`src/rtl/arith_sequencer.sv`:
```
// Multi-cycle control sequencer for a small integer ALU datapath.
// Fetches one instruction per pass, decodes the arithmetic/logic subset, pulses writeback, faults into HALT.
//
// state    | meaning
// ---------+------------------------------------------------------------
// S_FETCH  | request instruction, wait for ack, fault after ACK_TIMEOUT
// S_DECODE | legality check on latched opcode/funct
// S_EXEC   | ALU controls valid
// S_WB     | ALU controls valid, register-file write and PC advance
// S_HALT   | sticky fault, absorbing until reset
module arith_sequencer #(
  parameter int unsigned ACK_TIMEOUT = 8
) (
  input  logic        clock,
  input  logic        reset,
  input  logic [31:0] inst,
  input  logic        imem_ack,
  output logic        imem_req,
  output logic        pc_enable,
  output logic        rf_write_enable,
  output logic [2:0]  alu_op,
  output logic        alu_src2,
  output logic        rd_src,
  output logic        zero_ext,
  output logic        except,
  output logic [15:0] retired
);

  typedef enum logic [2:0] {
    S_FETCH,
    S_DECODE,
    S_EXEC,
    S_WB,
    S_HALT
  } state_e;

  localparam logic [7:0] WAIT_LOAD = 8'(ACK_TIMEOUT - 1);

  localparam logic [5:0] OPC_RTYPE = 6'h00;
  localparam logic [5:0] OPC_ADDI  = 6'h08;
  localparam logic [5:0] OPC_ANDI  = 6'h0c;
  localparam logic [5:0] OPC_ORI   = 6'h0d;
  localparam logic [5:0] OPC_XORI  = 6'h0e;

  localparam logic [5:0] FN_ADD = 6'h20;
  localparam logic [5:0] FN_SUB = 6'h22;
  localparam logic [5:0] FN_AND = 6'h24;
  localparam logic [5:0] FN_OR  = 6'h25;
  localparam logic [5:0] FN_XOR = 6'h26;
  localparam logic [5:0] FN_NOR = 6'h27;

  localparam logic [2:0] ALU_ADD = 3'd2;
  localparam logic [2:0] ALU_SUB = 3'd3;
  localparam logic [2:0] ALU_AND = 3'd4;
  localparam logic [2:0] ALU_OR  = 3'd5;
  localparam logic [2:0] ALU_NOR = 3'd6;
  localparam logic [2:0] ALU_XOR = 3'd7;

  state_e      state_q, state_d;
  logic [7:0]  wait_cnt_q, wait_cnt_d;
  logic [5:0]  opcode_q, opcode_d;
  logic [5:0]  funct_q, funct_d;
  logic [15:0] retired_q, retired_d;

  logic        dec_legal;
  logic [2:0]  dec_alu_op;
  logic        dec_src2;
  logic        dec_rd_src;
  logic        dec_zext;

  // Register fields between funct and opcode are consumed by the datapath, not here.
  logic unused_inst;
  assign unused_inst = ^inst[25:6];

  always_ff @(posedge clock) begin
    if (reset) begin
      state_q    <= S_FETCH;
      wait_cnt_q <= WAIT_LOAD;
      opcode_q   <= '0;
      funct_q    <= '0;
      retired_q  <= '0;
    end else begin
      state_q    <= state_d;
      wait_cnt_q <= wait_cnt_d;
      opcode_q   <= opcode_d;
      funct_q    <= funct_d;
      retired_q  <= retired_d;
    end
  end

  always_comb begin
    dec_legal  = 1'b0;
    dec_alu_op = 3'd0;
    dec_src2   = 1'b0;
    dec_rd_src = 1'b0;
    dec_zext   = 1'b0;
    if (opcode_q == OPC_RTYPE) begin
      unique case (funct_q)
        FN_ADD:  begin dec_legal = 1'b1; dec_alu_op = ALU_ADD; end
        FN_SUB:  begin dec_legal = 1'b1; dec_alu_op = ALU_SUB; end
        FN_AND:  begin dec_legal = 1'b1; dec_alu_op = ALU_AND; end
        FN_OR:   begin dec_legal = 1'b1; dec_alu_op = ALU_OR;  end
        FN_XOR:  begin dec_legal = 1'b1; dec_alu_op = ALU_XOR; end
        FN_NOR:  begin dec_legal = 1'b1; dec_alu_op = ALU_NOR; end
        default: dec_legal = 1'b0;
      endcase
    end else begin
      dec_src2   = 1'b1;
      dec_rd_src = 1'b1;
      unique case (opcode_q)
        OPC_ADDI: begin dec_legal = 1'b1; dec_alu_op = ALU_ADD; end
        OPC_ANDI: begin dec_legal = 1'b1; dec_alu_op = ALU_AND; dec_zext = 1'b1; end
        OPC_ORI:  begin dec_legal = 1'b1; dec_alu_op = ALU_OR;  dec_zext = 1'b1; end
        OPC_XORI: begin dec_legal = 1'b1; dec_alu_op = ALU_XOR; dec_zext = 1'b1; end
        default:  dec_legal = 1'b0;
      endcase
    end
  end

  always_comb begin
    state_d    = state_q;
    wait_cnt_d = wait_cnt_q;
    opcode_d   = opcode_q;
    funct_d    = funct_q;
    retired_d  = retired_q;
    unique case (state_q)
      S_FETCH: begin
        // An ack arriving on the terminal wait cycle still completes the fetch.
        if (imem_ack) begin
          opcode_d   = inst[31:26];
          funct_d    = inst[5:0];
          wait_cnt_d = WAIT_LOAD;
          state_d    = S_DECODE;
        end else if (wait_cnt_q == 8'd0) begin
          state_d = S_HALT;
        end else begin
          wait_cnt_d = wait_cnt_q - 8'd1;
        end
      end
      S_DECODE: state_d = dec_legal ? S_EXEC : S_HALT;
      S_EXEC:   state_d = S_WB;
      S_WB: begin
        retired_d  = retired_q + 16'd1;
        wait_cnt_d = WAIT_LOAD;
        state_d    = S_FETCH;
      end
      S_HALT:   state_d = S_HALT;
      default:  state_d = S_FETCH;
    endcase
  end

  // Outputs are held idle while reset is asserted so no write pulse escapes mid-reset.
  always_comb begin
    imem_req        = 1'b0;
    pc_enable       = 1'b0;
    rf_write_enable = 1'b0;
    alu_op          = 3'd0;
    alu_src2        = 1'b0;
    rd_src          = 1'b0;
    zero_ext        = 1'b0;
    except          = 1'b0;
    if (!reset) begin
      unique case (state_q)
        S_FETCH: imem_req = 1'b1;
        S_EXEC: begin
          alu_op   = dec_alu_op;
          alu_src2 = dec_src2;
          rd_src   = dec_rd_src;
          zero_ext = dec_zext;
        end
        S_WB: begin
          alu_op          = dec_alu_op;
          alu_src2        = dec_src2;
          rd_src          = dec_rd_src;
          zero_ext        = dec_zext;
          pc_enable       = 1'b1;
          rf_write_enable = 1'b1;
        end
        S_HALT:  except = 1'b1;
        default: imem_req = 1'b0;
      endcase
    end
  end

  assign retired = reset ? 16'd0 : retired_q;

endmodule

```
`config.mk`:
```
export PLATFORM = sky130hd
export DESIGN_NAME = arith_sequencer
export DESIGN_NICKNAME = d
export VERILOG_FILES = /design/src/rtl/arith_sequencer.sv
export SDC_FILE = /design/constraint.sdc
export NUM_CORES = 1
export LEC_CHECK = 0
export CAP_MARGIN = 20
export CORE_MARGIN = 3
export CORE_UTILIZATION = 47
export DETAILED_ROUTE_END_ITERATION = 10
export PLACE_DENSITY = 0.9
export SYNTH_ARGS = -nofsm -noshare
export SYNTH_HDL_FRONTEND = slang
export SYNTH_SLANG_ARGS = --single-unit
```
`constraint.sdc`:
```
create_clock -name clock -period 2.33 [get_ports clock]
set_input_delay 0.233 -clock clock [delete_from_list [all_inputs] [get_ports clock]]
set_output_delay 0.233 -clock clock [all_outputs]
set_load 0.02 [all_outputs]
```
==> summary.md <==
| Metric | Value |
|---|---|
| Outcome | `finished, final reports clean` |
| RSZ-0062 raised after global routing | `no` |
| Critical-path maximum fanout | `11` |
| Row count | `23` |
| Largest net degree at the start of global routing | `31` |
| Mux cell area share after synthesis | `3.33%` |
| Slew headroom | `68.8%` |
| Power Density | `between 500 and 600 nW/um2` |
| Die Ht | `between 70 and 80 um` |
| Max Cap Viol | `0` |
| Crit Path Category | `reg -> out` |
| R2R depth | `4` |
| Async S/R FF share, synth | `0%` |
| Routed length per instance | `13.1 um` |
| Initial Util | `50.3%` |
| Skew-Pair Late Insertion Delay | `0.30 ns` |
| Clk buf depth | `2` |
| Pre-antenna DRT Iters | `5` |
| Synth Warn # | `0` |
| CTS tree | `done` |
| Grt ovf | `0` |
| Register area share after synthesis | `37.7%` |
| DP Worst Slack | `0.180 ns` |
| All-layer global routing usage | `18.9%` |
| Period utilisation layout | `90.8%` |
| CP required | `~2.1 ns` |
| Hold Startpoint | `inst[29]` |
| Leakage power | `0.972 nW` |
| Hold EP | `opcode_q[3]` |
| Core Box Area | `roughly 4100 um2` |
| Port Buffer Count | `40` |
| Syn_area_per_cell | `slightly above 8 um2` |
| DIE WIDTH | `72.4 um` |
| Core Util, Final | `63.0%` |
| Synth top cells by count | `39 x dfxtp_1, 35 x nand2_1, 30 x nor2_1` |
| Synth Area in Compound Gates | `between 10 and 15%` |
| Max Clock Skew | `0.00497 ns` |
| Vias in the first global route | `1863` |
| Final min period | `2.12 ns` |
| Top-count cell post-synth | `dfxtp_1` |
| Flops & latches, synth | `39` |
| PostCTS Resize Cnt | `3` |
| Cell at the slowest stage of the critical path | `clkdlybuf4s50_1` |
| Initial antenna violation count | `0` |
| Syn nets | `292` |
| Global-route wire length before repair | `7.83 mm` |
| Hold Crit Depth | `3` |
| Clock Tree Root | `clkbuf_8` |
| CTS clk-pin slew, worst paths | `0.08 ns` |
| Cts hold-fix bufs | `0` |
| Total CTS buffers | `5` |
| Via count | `1848` |
| Post-synth top flop | `dfxtp_1` |
| CP max stage delay | `0.62 ns` |
| Area delta synth->final | `25.3%` |
| Diode count | `0` |
| Via/cell ratio | `5.39` |
| Fmax | `473 MHz` |
| R2R Path End | `retired_q[13]` |
| Hold Violations, Final | `0` |
| Final setup fails | `0` |
| Number of DRC markers in iteration 0 | `between 80 and 90` |
| CTS H-tree depth | `2` |
| Worst Setup Start Kind | `register` |
| Post-Synth Adder-Cell Area | `under 10%` |
| Fin cells | `about 340` |
| Sink Count | `39` |
| Routed Antenna Nets | `0` |
| Critical path cell sequence | `nor2_1, buf_4, and3_1, clkdlybuf4s50_1` |
| Post-Syn Instances | `254` |
| Fillers | `364` |
| Layout cell share with drive strength beyond 1 | `10.6%` |
| Max-slew violations | `0` |
| Post-synth EDFFs | `0` |
| Slack of the worst reg-to-reg path | `around 0.53 ns` |
| Post-CTS Setup Inserts | `0` |
| Top-area cell type share of the netlist area | `between 30% and 40%` |
| Placer congestion estimate | `0.804` |
| Largest family of logic cells by synthesized area | `simple AND/OR/NAND/NOR gates` |
| Final WS setup | `0.215 ns` |
| Final nets | `330` |
| Die ar. | `5240 um2` |
| Final HPWL DP | `3.26 mm` |
| Largest area contributor in the netlist | `dfxtp_1` |
| Arrival @ worst endpoint | `around 1.9 ns` |
| Min-Delay Path Class | `in -> reg` |
| Final WL | `4.50 mm` |
| Worst ir drop on vdd | `0.346 mV` |
| Synth Area in XOR/XNOR | `7.19%` |
| Synth cell types | `52` |
| Placed insts | `335` |
| # DRC | `0` |
| Transition time of the tightest slew-check pin | `between 0.4 and 0.5 ns` |
| Setup TNS Final | `0 ns` |
| Post-synthesis cell area | `2070 um2` |
| Launching point of the worst reg2reg path | `state_q[0]` |
| Post-Synth Simple-Gate Area | `34.2%` |
| CP Capture Type | `primary output` |
| Area contributors post-synth | `dfxtp_1 38%, nand2_1 6.3%, nor2_1 5.4%` |
| # IOs | `61` |
critical path, delay by kind of cell (launching register included):
| kind | cells | cell delay (ns) |
|---|---|---|
| buf+inv | 2 | 0.77 |
| simple gates | 2 | 0.40 |
| flops | 1 | 0.42 |
cell usage in the layout, fill, tap and decap left out, drive strengths merged, types with 4 or more instances in the layout:
cell           netlist  routed
a21oi               18      18
buf                  6       6
clkbuf               9       6
clkdlybuf4s50        0      36
dfxtp               39      39
inv                  5       5
mux2                 4       4
nand2               36      36
nand3                7       7
nand4                4       4
nor2                30      30
nor2b               16      16
nor3                 7       7
nor4                 8       8
o211ai               5       5
o21ai                5       5
xnor2                9       9
xor2                 8       8
worst max-delay path by stage:
stage / from / to / slack, ns / cells past startpoint
finish: state_q[2] / rf_write_enable / 0.21 / 4
global route: opcode_q[1] / alu_op[1] / 0.06 / 5
CTS: opcode_q[0] / alu_op[2] / 0.02 / 5
detailed placement: funct_q[5] / alu_op[1] / 0.18 / 5
global placement: reset / except / 0.21 / 4
floorplan: funct_q[3] / alu_op[1] / 0.44 / 4
logic make-up after synthesis:
family	count (synthesis)
xor gates and xnor gates	17
adders and majority gates	3
buffers and inverters	20
muxes	6
and+or+nand+nor	134
AOI/OAI and AO/OA	35
DFF	39
cell type report:
class / count / area, um2 / share of cell area (%)
Multi-Input combinational cell: 195 / 1200 / 46.4
Sequential cell: 39 / 781 / 30.1
Timing Repair Buffer: 46 / 444 / 17.1
Clock buffer: 5 / 68.8 / 2.65
Tap cell: 50 / 62.6 / 2.41
Inverter: 5 / 18.8 / 0.724
Clock inverter: 3 / 15.0 / 0.579
state kept, by name, indices dropped and copies added (netlist names):
name        cells
state_q         3
opcode_q        6
retired_q      16
funct_q         6
wait_cnt_q      8
stage by stage:
stage	power, mW	hold slack [ns]	area (um2)
2_1_floorplan	0.911	0.369	2070
5_1_grt	1.48	0.492	2590
6_report	1.41	0.482	2590
3_5_place_dp	0.989	0.468	2500
3_3_place_gp	0.980	0.447	2500
4_1_cts	1.42	0.481	2590
metal layers:
metal | part of all wire (%) | vias to the layer above | global-route usage (%)
li1 | - | 953 | -
met2 | 47 | 46 | 31.5
met4 | 1.4 | 0 | 8.35
met3 | 6.0 | 5 | 4.99
met1 | 45 | 844 | 22.7
met5 | 0 | - | 0
report_power, final:
group          internal, mW  switching (mW)
Sequential            0.696          0.0371
Clock                 0.205           0.232
Combinational         0.115           0.128
Total                  1.02           0.397
(Power assumes the default switching activity.)
